==> config.mk <==
export PLATFORM = sky130hd
export DESIGN_NAME = mem_port_arbiter
export DESIGN_NICKNAME = d
export VERILOG_FILES = /design/src/rtl/mem_port_arbiter.sv
export SDC_FILE = /design/constraint.sdc
export NUM_CORES = 1
export LEC_CHECK = 0
export BUFFER_PORTS_ARGS = -buffer_cell sky130_fd_sc_hd__buf_2
export CAP_MARGIN = 20
export CELL_PAD_IN_SITES_DETAIL_PLACEMENT = 0
export CELL_PAD_IN_SITES_GLOBAL_PLACEMENT = 1
export CORE_ASPECT_RATIO = 1.25
export CORE_MARGIN = 5
export CORE_UTILIZATION = 37
export DETAILED_ROUTE_END_ITERATION = 12
export PLACE_DENSITY = 0.82
export SLEW_MARGIN = 20
export SYNTH_ARGS = -nofsm -noshare
export SYNTH_HDL_FRONTEND = slang
export SYNTH_SLANG_ARGS = --single-unit
==> constraint.sdc <==
create_clock -name clk -period 3.6 [get_ports clk]
set_clock_uncertainty 0.2 [all_clocks]
set_input_delay 0.36 -clock clk [delete_from_list [all_inputs] [get_ports clk]]
set_output_delay 0.36 -clock clk [all_outputs]
set_load 0.05 [all_outputs]
==> src/rtl/mem_port_arbiter.sv <==
// mem_port_arbiter
//   Shares one single-ported memory bus between instruction fetch and the
//   MEM-stage load/store unit. One bus transaction runs at a time; its result
//   is buffered (inst_o / d_rdata_o) and held until the pipeline register that
//   consumes it advances. The block also merges its own wait needs with the
//   ID/EX stall requests into the 6-bit pipeline stall vector.
//
// Ports
//   clk, rst             clock, synchronous active-high reset
//   pc_i, pc_ce_i        fetch address and fetch enable
//   inst_o               buffered fetched instruction (to IF/ID)
//   d_req_i, d_we_i,
//   d_addr_i, d_wdata_i,
//   d_sel_i              MEM-stage load/store request
//   d_rdata_o            buffered load data
//   stallreq_id_i        ID load-use stall request
//   stallreq_ex_i        EX multi-cycle stall request
//   flush_i              exception flush
//   bus_*                registered memory bus master signals; bus_ack_i and
//                        bus_rdata_i are only looked at while bus_cyc_o=1
//   stall_o              [0]PC [1]IF/ID [2]ID/EX [3]EX/MEM [4]MEM/WB [5]WB
//   bus_err_o            one-cycle pulse when a transaction times out
//
// Handshake: a bus transaction is open while bus_cyc_o=1; it closes on the
// first cycle where bus_ack_i=1 (data taken from bus_rdata_i that cycle), or
// when TIMEOUT cycles pass without ack, in which case it completes with zero
// data. A buffered result is "valid" while its done flag is set and is
// consumed on the edge where the receiving pipeline register is not stalled.

module mem_port_arbiter #(
  parameter int TIMEOUT = 255,
  parameter int CNT_W   = 8
) (
  input  logic        clk,
  input  logic        rst,
  input  logic [31:0] pc_i,
  input  logic        pc_ce_i,
  output logic [31:0] inst_o,
  input  logic        d_req_i,
  input  logic        d_we_i,
  input  logic [31:0] d_addr_i,
  input  logic [31:0] d_wdata_i,
  input  logic [3:0]  d_sel_i,
  output logic [31:0] d_rdata_o,
  input  logic        stallreq_id_i,
  input  logic        stallreq_ex_i,
  input  logic        flush_i,
  output logic        bus_cyc_o,
  output logic        bus_we_o,
  output logic [31:0] bus_addr_o,
  output logic [31:0] bus_wdata_o,
  output logic [3:0]  bus_sel_o,
  input  logic [31:0] bus_rdata_i,
  input  logic        bus_ack_i,
  output logic [5:0]  stall_o,
  output logic        bus_err_o
);

  typedef enum logic [1:0] {
    IDLE = 2'd0,
    IBUS = 2'd1,
    DBUS = 2'd2
  } state_t;

  state_t           state;
  state_t           state_next;
  logic [CNT_W-1:0] cnt;
  logic             i_done;
  logic             d_done;
  logic             discard;

  logic             busy;
  logic             timeout;
  logic             done;
  logic [31:0]      done_data;
  logic             start_d;
  logic             start_i;

  // busy coincides with bus_cyc_o, so an ack outside a transaction is ignored
  assign busy      = (state != IDLE);
  assign timeout   = busy & ~bus_ack_i & (cnt == CNT_W'(TIMEOUT - 1));
  assign done      = busy & (bus_ack_i | timeout);
  assign done_data = bus_ack_i ? bus_rdata_i : 32'h0;

  // Data access wins when both sides are waiting
  assign start_d = (state == IDLE) & d_req_i & ~d_done;
  assign start_i = (state == IDLE) & ~start_d & pc_ce_i & ~i_done & ~flush_i;

  // State register
  always_ff @(posedge clk) begin
    if (rst) begin
      state <= IDLE;
    end else begin
      state <= state_next;
    end
  end

  // Next-state logic
  always_comb begin
    state_next = state;
    case (state)
      IDLE: begin
        if (start_d) begin
          state_next = DBUS;
        end else if (start_i) begin
          state_next = IBUS;
        end
      end
      IBUS, DBUS: begin
        if (done) begin
          state_next = IDLE;
        end
      end
      default: state_next = IDLE;
    endcase
  end

  // Combinational outputs: stall vector and timeout pulse.
  // Each request stalls a prefix of the pipeline, so the merged vector is
  // simply the OR of the prefix masks.
  always_comb begin
    stall_o   = 6'b000000;
    bus_err_o = 1'b0;
    if (!rst) begin
      bus_err_o = timeout;
      if (!flush_i) begin
        if (d_req_i & ~d_done) begin
          stall_o = stall_o | 6'b011111;
        end
        if (stallreq_ex_i) begin
          stall_o = stall_o | 6'b001111;
        end
        if (stallreq_id_i) begin
          stall_o = stall_o | 6'b000111;
        end
        if (pc_ce_i & ~i_done) begin
          stall_o = stall_o | 6'b000011;
        end
      end
    end
  end

  // Bus registers, timeout counter and result buffers
  always_ff @(posedge clk) begin
    if (rst) begin
      cnt         <= '0;
      bus_cyc_o   <= 1'b0;
      bus_we_o    <= 1'b0;
      bus_addr_o  <= 32'h0;
      bus_wdata_o <= 32'h0;
      bus_sel_o   <= 4'h0;
      inst_o      <= 32'h0;
      d_rdata_o   <= 32'h0;
      i_done      <= 1'b0;
      d_done      <= 1'b0;
      discard     <= 1'b0;
    end else begin
      if (busy && !done) begin
        cnt <= cnt + 1'b1;
      end else begin
        cnt <= '0;
      end

      if (start_d) begin
        bus_cyc_o   <= 1'b1;
        bus_we_o    <= d_we_i;
        bus_addr_o  <= d_addr_i;
        bus_wdata_o <= d_wdata_i;
        bus_sel_o   <= d_sel_i;
      end else if (start_i) begin
        bus_cyc_o   <= 1'b1;
        bus_we_o    <= 1'b0;
        bus_addr_o  <= pc_i;
        bus_wdata_o <= 32'h0;
        bus_sel_o   <= 4'hF;
      end else if (done) begin
        bus_cyc_o   <= 1'b0;
        bus_we_o    <= 1'b0;
        bus_addr_o  <= 32'h0;
        bus_wdata_o <= 32'h0;
        bus_sel_o   <= 4'h0;
      end

      // A fetch that was in flight when a flush arrived (including a flush
      // on the completion cycle itself) belongs to the squashed path and is
      // dropped instead of being presented to IF/ID.
      if (state == IBUS && done) begin
        discard <= 1'b0;
        if (discard || flush_i) begin
          i_done <= 1'b0;
        end else begin
          inst_o <= done_data;
          i_done <= 1'b1;
        end
      end else begin
        if (!stall_o[1]) begin
          i_done <= 1'b0;
        end
        if (state == IBUS && flush_i) begin
          discard <= 1'b1;
        end
      end

      if (state == DBUS && done) begin
        d_done <= 1'b1;
        if (!bus_we_o) begin
          d_rdata_o <= done_data;
        end
      end else if (!stall_o[4]) begin
        d_done <= 1'b0;
      end
    end
  end

endmodule
Word level (Yosys, flattened, before mapping)
Index checks and enable logic that the tools add are counted.
{ "word_totals": {"regBits": 147, "inputBits": 141, "output_inout_bits": 141, "wordCells": 85} }
{ "op_classes": {"n_addsub": 1, "eq_ne": 7, "n_mux": 30, "bitwise": 20, "reduce_logical": 15} }
{ "ops": {"columns": ["operator", "count"], "rows": [
  ["two-way mux 32 bit", 6],
  ["two-way mux 4 bit", 4],
  ["two-way mux 5 bit", 3],
  ["AND 1 bit", 11],
  ["two-way mux 1 bit", 11],
  ["adder 8 x 1 -> 8 bit (second input constant)", 1],
  ["equality test 8 bit (second input constant)", 1],
  ["two-way mux 2 bit", 4],
  ["inverter 1 bit", 8],
  ["AND reduction 2 bit", 3],
  ["OR reduction 2 bit", 3],
  ["logical AND 1 bit", 4],
  ["!= test 2 x 1 -> 1 bit (second input constant)", 2],
  ["case mux 2 bit (2 select lines)", 1],
  ["two-way mux 3 bit", 1],
  ["!= test 3 bit (second input constant)", 1],
  ["nonzero test 3 bit", 1],
  ["equality test 2 x 1 -> 1 bit (second input constant)", 1],
  ["equality test 2 bit (second input constant)", 1],
  ["logical NOT 2 bit", 1],
  ["!= test 2 bit (second input constant)", 1],
  ["nonzero test 2 bit", 1],
  ["logical NOT 1 bit", 1],
  ["logical OR 1 bit", 1],
  ["OR 1 bit", 1]
]} }

Depth between registers and ports, before layout
Gate-level depths: netlist (run 1).
{ "depth": {"word_depth": 11, "depth_mapped": 9, "mapped_depth_nobuf": 6} }

Least setup slack after synthesis (run 1)
No wires, ideal clock.
{ "synth_timing": {"path_kind": "input to output", "start": "input bus_ack_i", "end": "output bus_err_o", "arrival_time_ps": 2301, "t_required_ps": 3040, "slack_ps": 739, "cell_stages": 3, "path_buffers": 2, "path_cell_list": "clkbuf_1 > buf_1 > nor4_1"} }
{ "synth_between": {"elab_chain_cells": 4} }
{ "synth_rtl": {"columns": ["item", "line", "source"], "rows": [
  ["from (decl)", "54", "input logic bus_ack_i,"],
  ["inverter 1 bit", "81", "assign timeout = busy & ~bus_ack_i & (cnt == CNT_W'(TIMEOUT - 1));"],
  ["AND 1 bit (2 in series)", "81", null],
  ["two-way mux 1 bit", "124", "if (!rst) begin"],
  ["to (decl)", "56", "output logic bus_err_o"]
]} }
No other way between the ends.

Final worst setup path (run 1)
{ "layout_timing": {"start": "register d_done", "end": "output stall_o[0]"} }
{ "layout_between": {"elab_chain_cells": 8} }
{ "layout_rtl": {"columns": ["item", "line", "source"], "rows": [
  ["from (decl)", "69", "logic d_done;"],
  ["from (signal assigned)", "155", "d_done <= 1'b0;"],
  ["from (signal assigned)", "205", "d_done <= 1'b1;"],
  ["from (signal assigned)", "210", "d_done <= 1'b0;"],
  ["inverter 1 bit", "127", "if (d_req_i & ~d_done) begin"],
  ["AND 1 bit", "127", null],
  ["two-way mux 5 bit", "127", null],
  ["two-way mux 4 bit", "130", "if (stallreq_ex_i) begin"],
  ["two-way mux 3 bit", "133", "if (stallreq_id_i) begin"],
  ["two-way mux 2 bit", "136", "if (pc_ce_i & ~i_done) begin"],
  ["two-way mux 5 bit", "126", "if (!flush_i) begin"],
  ["two-way mux 5 bit", "124", null],
  ["to (decl)", "55", "output logic [5:0] stall_o,"]
]} }
No other way between the ends.

==> results of run 1 <==
## metal layers
| layer | vias to the layer above | track usage, % | routed length [um] |
|---|---|---|---|
| li1 | 2563 | - | - |
| met1 | 2494 | 23.30 | 7608 |
| met2 | 259 | 33.70 | 8902 |
| met3 | 31 | 8.005 | 1898 |
| met4 | 6 | 6.331 | 321 |
| met5 | - | 0 | 28 |
## power by group through the flow
stage / sequential [mW] / clock [mW] / combinational [mW]
finish: 1.77 / 1.82 / 0.832
global route: 1.78 / 1.94 / 0.882
CTS: 1.77 / 1.87 / 0.835
detailed placement: 1.80 / 0 / 0.806
global placement: 1.80 / 0 / 0.792
floorplan: 2.09 / 0 / 0.284
## logic make-up after synthesis
kind of cell / Yosys count / share of synthesized area [%]
AND/OR/NAND/NOR: 149 / 15.69
flip-flops: 147 / 50.43
AO/OA/AOI/OAI: 120 / 16.42
multiplexers: 64 / 10.98
buffers and inverters: 53 / 4.438
XOR/XNOR: 6 / 0.9005
adder cells (fa/ha/maj): 5 / 1.072
other: 1 / 0.06426
## metrics by stage
step / cells / utilization (%) / power, mW
6_report: 1061 / 53.26 / 4.416
2_1_floorplan: 545 / - / 2.370
4_1_cts: 1061 / 53.26 / 4.468
3_5_place_dp: 998 / 47.22 / 2.604
3_3_place_gp: 998 / 47.22 / 2.589
5_1_grt: 1061 / 53.26 / 4.597
## synthesized netlist by cell type, types with 2 or more instances
cell / count / area share, %
and3_1: 2 / 0.21
xor2_1: 5 / 0.75
nor2_1: 19 / 1.2
a21oi_1: 7 / 0.60
inv_1: 5 / 0.32
dfxtp_1: 147 / 50
o2bb2ai_1: 32 / 4.8
o21ai_0: 2 / 0.17
nand2_1: 9 / 0.58
o22ai_1: 4 / 0.43
buf_4: 5 / 0.64
o31ai_1: 2 / 0.26
ha_1: 5 / 1.1
a22o_1: 33 / 5.0
a22oi_1: 32 / 4.1
nand3b_1: 33 / 4.2
nand2b_1: 67 / 7.2
buf_6: 3 / 0.58
nor3_1: 4 / 0.34
nand3_1: 3 / 0.26
mux2i_1: 64 / 11
buf_2: 15 / 1.3
nand4_1: 2 / 0.21
clkbuf_1: 24 / 1.5
## worst max path at each step
stage          startpoint          to  cells past startpoint
2_1_floorplan   bus_ack_i   bus_err_o                      3
3_3_place_gp     state[0]   inst_o[4]                      7
3_5_place_dp     state[0]  inst_o[10]                      7
4_1_cts            d_done  stall_o[0]                      4
5_1_grt            d_done  stall_o[1]                      4
6_report           d_done  stall_o[0]                      4
## final cells by class
class,count,area [sq um]
clock buffer,22,484.2
inverter,5,18.77
multi-input combinational,345,2641
sequential,147,2943
fill,1422,7277
clock inverter,8,126.4
timing repair buffer,322,1814
tap,212,265.3
## registers in the layout, summed over array words and instances, names as in the netlist
| signal | count |
|---|---|
| bus_we_o | 1 |
| discard | 1 |
| state | 2 |
| bus_sel_o | 4 |
| bus_addr_o | 32 |
| inst_o | 32 |
| bus_wdata_o | 32 |
| i_done | 1 |
| bus_cyc_o | 1 |
| cnt | 8 |
| d_done | 1 |
| d_rdata_o | 32 |
## critical path: cells and delay by family, from the launching register on
| family | cells | cell delay, ns |
|---|---|---|
| simple gates | 1 | 0.63 |
| compound gates | 2 | 0.40 |
| flops | 1 | 0.33 |
| buf+inv | 1 | 0.33 |
==> results.json, run 1 <==
{
  "outcome": "finished, final reports clean",
  "async_flop_share_pct": 0,
  "cts_repair_resize_count": 0,
  "grt_usage_pct": 20.04,
  "grt_pass1_wl_um": 28840,
  "dieWidth_um": 122.3,
  "worst_ep_required_time_ns": 3.04,
  "cts_tree": "done",
  "rsz0062_at_grt": "false",
  "r2r_start": "state[0]",
  "dp_slack_ns": 1.019,
  "drt_first_pass_iters": 4,
  "netlist_instances": 545,
  "worstReg2RegEnd": "inst_o[10]",
  "slew_headroom_pct": 46.39,
  "syn_area_sq_um": 5836,
  "hpwl_um": 13640,
  "post_cts_buffers": 0,
  "cts.path.max_buffers": 2,
  "critPathLaunchType": "flop",
  "synth_edf_count": 0,
  "min_to": "bus_addr_o[13]",
  "grt_max_degree": 66,
  "antenna_found_initial": 3,
  "hold_start": "pc_i[13]",
  "layout_min_cycle_time_ns": 2.657,
  "area_growth_pct": 42.11,
  "crit_fanout": 11,
  "drv_cap": 0,
  "syn_nets": 691,
  "worst_slack_ns": 0.9429,
  "whs_ns": 0.03396,
  "reg2regPathDepth": 7,
  "antennaDiodeCount": 0,
  "ir_drop_uv": 291.3,
  "power.leakage_nw": 4.136,
  "root_buffer": "clkbuf_16",
  "crit_chain": "nor2b_1, o31ai_1, o21ai_0, buf_2",
  "grt_pass1_vias": 5556,
  "clkTransAtPathRegs_ns": 0.06,
  "cts_buffers": 17,
  "rows": 51,
  "synth_cell_types": 45,
  "cts.sink_count": 147,
  "clkLatencyLatePin_ns": 0.41,
  "final.setup.tns_ns": 0,
  "switching_power_mw": 1.279,
  "crit_type": "reg -> out",
  "portBuffers": 280,
  "post-route-cell-area_sq_um": 8293,
  "ios": 282,
  "max_freq_mhz": 376.4,
  "p_seq_share_pct": 40.0,
  "drc": 0,
  "cellInternalPower_mw": 3.136,
  "final_cell_mix": "buf_2 (279), dfxtp_1 (147), nand2b_1 (67)",
  "hold_buffers": 33,
  "crit_path_top_delay_cell": "nor2b_1",
  "fin_crit_sh_pct": 73.81,
  "clockPowerShare_pct": 41.1,
  "hold_path.class": "in -> reg",
  "swShare_pct": 28.97,
  "core_sq_um": 15570,
  "start_util_pct": 37.48,
  "avgSynthCellArea_sq_um": 10.71,
  "slew_viol_final": 0,
  "gp_congestion": 0.7693,
  "ys.flop_type": "dfxtp_1",
  "r2r_slack_ns": 1.01,
  "arrival_ns": 2.10,
  "placed_cell_area_sq_um": 7352,
  "power_density_nw_per_um2": 532.5,
  "drive_gt1_share_pct": 38.16,
  "yosysSeqAreaShare_pct": 50.43,
  "ys_ff_latch": 147,
  "drtAntennaViolNets": 0,
  "critPathCaptureType": "output pin",
  "overflow": 0,
  "setup_viol": 0,
  "die_h_um": 150.4,
  "wl_per_cell_um": 17.68,
  "die_area_sq_um": 18400,
  "combPwrFrac_pct": 18.8,
  "vias_per_cell": 5.045,
  "wl_um": 18760,
  "hold_depth": 3,
  "vias": 5353,
  "final_common_cell": "buf_2",
  "fin_nets": 984,
  "cp_slowest_stage_delay_ns": 0.63,
  "htree_levels": 4,
  "drt_iter0_drc": 265,
  "hold_violations": 0,
  "yosysWarnings": 0,
  "tightestPinTransition_ns": 0.8025
}
(Power assumes the default switching activity.)
==> run 2: changes to the inputs <==
- CORE_UTILIZATION: 37 -> 34
- PLACE_DENSITY: 0.82 -> 0.76
- clock period: 3.6 -> 2.75 ns (I/O delays scaled with it)
==> run 2 against run 1 <==
Die area increased by 8.2%. Critical path type is now reg -> reg. Worst setup slack got worse by 0.72 ns. Global-route usage increased by 0.18 points. Clock power increased by 41%. Largest power group unchanged.
==> results.json, run 2 (synthesized netlist as in run 1, its figures left out) <==
{
  "outcome": "finished, final reports clean",
  "final_cell_mix": "buf_2 (279), dfxtp_1 (147), dlygate4sd3_1 (132)",
  "setup_viol": 0,
  "max_freq_mhz": 395.8,
  "crit_fanout": 32,
  "hold_path.class": "in -> reg",
  "core_sq_um": 16840,
  "worst_ep_required_time_ns": 2.89,
  "arrival_ns": 2.67,
  "slew_viol_final": 0,
  "fillers": 1463,
  "fin_util_pct": 55.48,
  "cp_num_buf_inv": 3,
  "clkLatencyLatePin_ns": 0.41,
  "crit_family": "buffers and inverters",
  "clkTransAtPathRegs_ns": 0.07,
  "area_growth_pct": 60.14,
  "cts_buffers": 17,
  "power.leakage_nw": 4.521,
  "start_util_pct": 34.65,
  "crit_path_top_delay_cell": "dlygate4sd3_1",
  "fin_nets": 1085,
  "power_density_nw_per_um2": 656.0,
  "final_common_cell": "buf_2",
  "drt_first_pass_iters": 4,
  "cts_repair_resize_count": 0,
  "tightestPinTransition_ns": 0.6951,
  "use_met1_pct": 24.76,
  "antenna_found_initial": 2,
  "crit_type": "reg -> reg",
  "antennaDiodeCount": 0,
  "final.setup.tns_ns": 0,
  "grt_pass1_vias": 6129,
  "critPathLaunchType": "flop",
  "grt.busiest_layer": "met2",
  "crit_chain": "inv_1, ha_1, and3_1, buf_4, a22oi_1, dlygate4sd3_1, o2bb2ai_1",
  "final_cells": 1172,
  "hpwl_um": 13750,
  "root_buffer": "clkbuf_16",
  "die_h_um": 156.5,
  "grt_usage_pct": 20.22,
  "drt_iter0_drc": 225,
  "cts_tree": "done",
  "cp_slowest_stage_delay_ns": 0.61,
  "layout_min_cycle_time_ns": 2.527,
  "met3_usage_pct": 7.272,
  "drtAntennaViolNets": 0,
  "cts.sink_count": 147,
  "critPathCaptureType": "flop",
  "wl_per_cell_um": 17.48,
  "use_met2_pct": 33.30,
  "htree_levels": 4,
  "die_area_sq_um": 19900,
  "drc": 0,
  "cts.path.max_buffers": 2,
  "dpl.cell_count": 1008,
  "fin_crit_sh_pct": 91.89,
  "ios": 282,
  "hold_violations": 0,
  "drv_cap": 0,
  "slew_headroom_pct": 53.66,
  "gp_congestion": 0.8241,
  "overflow": 0,
  "rsz0062_at_grt": "false",
  "grt_pass1_wl_um": 32240,
  "ir_drop_uv": 388.1,
  "drive_gt1_share_pct": 34.56,
  "dieWidth_um": 127.2,
  "wl_um": 20480,
  "grt_max_degree": 98,
  "vias": 5760,
  "rows": 53,
  "portBuffers": 280,
  "vias_per_cell": 4.915
}
## run 2: cell types whose count changed in the layout (fill, tap and decap cells not counted)
cell,previous run,this run
buf_4,9,12
dlygate4sd3_1,33,132
clkbuf_8,4,0
inv_6,0,4
nor4_1,1,0
buf_12,1,0
nor4_2,0,1
clkinv_2,1,0
bufinv_16,3,5
clkinvlp_4,3,4
## run 2: layer usage
metal	vias up	share of wire (%)
li1	2758	-
met1	2693	43
met2	273	46
met3	32	9.3
met4	4	1.9
met5	-	0.10
## run 2: area by class of cell
class                   instances  area, sq um  share of cell area (%)
multi-input cells             345         2648                   28.33
well taps                     220        275.3                   2.946
flip-flops and latches        147         2943                   31.49
clock buffers                  18        429.2                   4.592
inverters                       5        18.77                  0.2008
clock inverters                14        224.0                   2.397
repair buffers                423         2808                   30.04
## run 2: repair_timing
item                                    in CTS  in global routing
endpoints found under the setup margin       0                  0
setup buffers                                0                  0
hold buffers                               132                  0
endpoints found under the hold margin      131                  0
## run 2: worst min-delay path, delay by kind of cell
| family | cells | cell delay [ns] |
|---|---|---|
| compound gates | 2 | 0.21 |
| buf+inv | 1 | 0.12 |
## run 2: per-stage QoR
stage / area [sq um] / power, mW / worst slack (ns) / hold slack, ns
2_1_floorplan: 5842 / 3.103 / 0.02217 / 0.2005
3_3_place_gp: 7371 / 3.395 / 0.4618 / 0.2414
3_5_place_dp: 7371 / 3.411 / 0.3698 / 0.2409
4_1_cts: 9345 / 6.180 / 0.2058 / 0.006098
5_1_grt: 9345 / 6.364 / 0.01900 / 0.01249
6_report: 9345 / 6.130 / 0.2232 / 0.02292
## run 2: final timing paths
path                  from             end  slack (ns)  cells after the start
max               state[1]  bus_addr_o[16]        0.22                      7
min reg2reg  bus_addr_o[3]   bus_addr_o[3]        0.26                      1
min               pc_i[25]  bus_addr_o[25]        0.02                      3
max reg2reg       state[1]  bus_addr_o[16]        0.22                      7
## run 2: power by group
part	internal, mW	switching, mW	leakage, nW
combinational	0.474	0.780	3.02
clock	1.62	0.941	0.304
sequential	2.25	0.0654	1.20
total	4.34	1.79	4.52
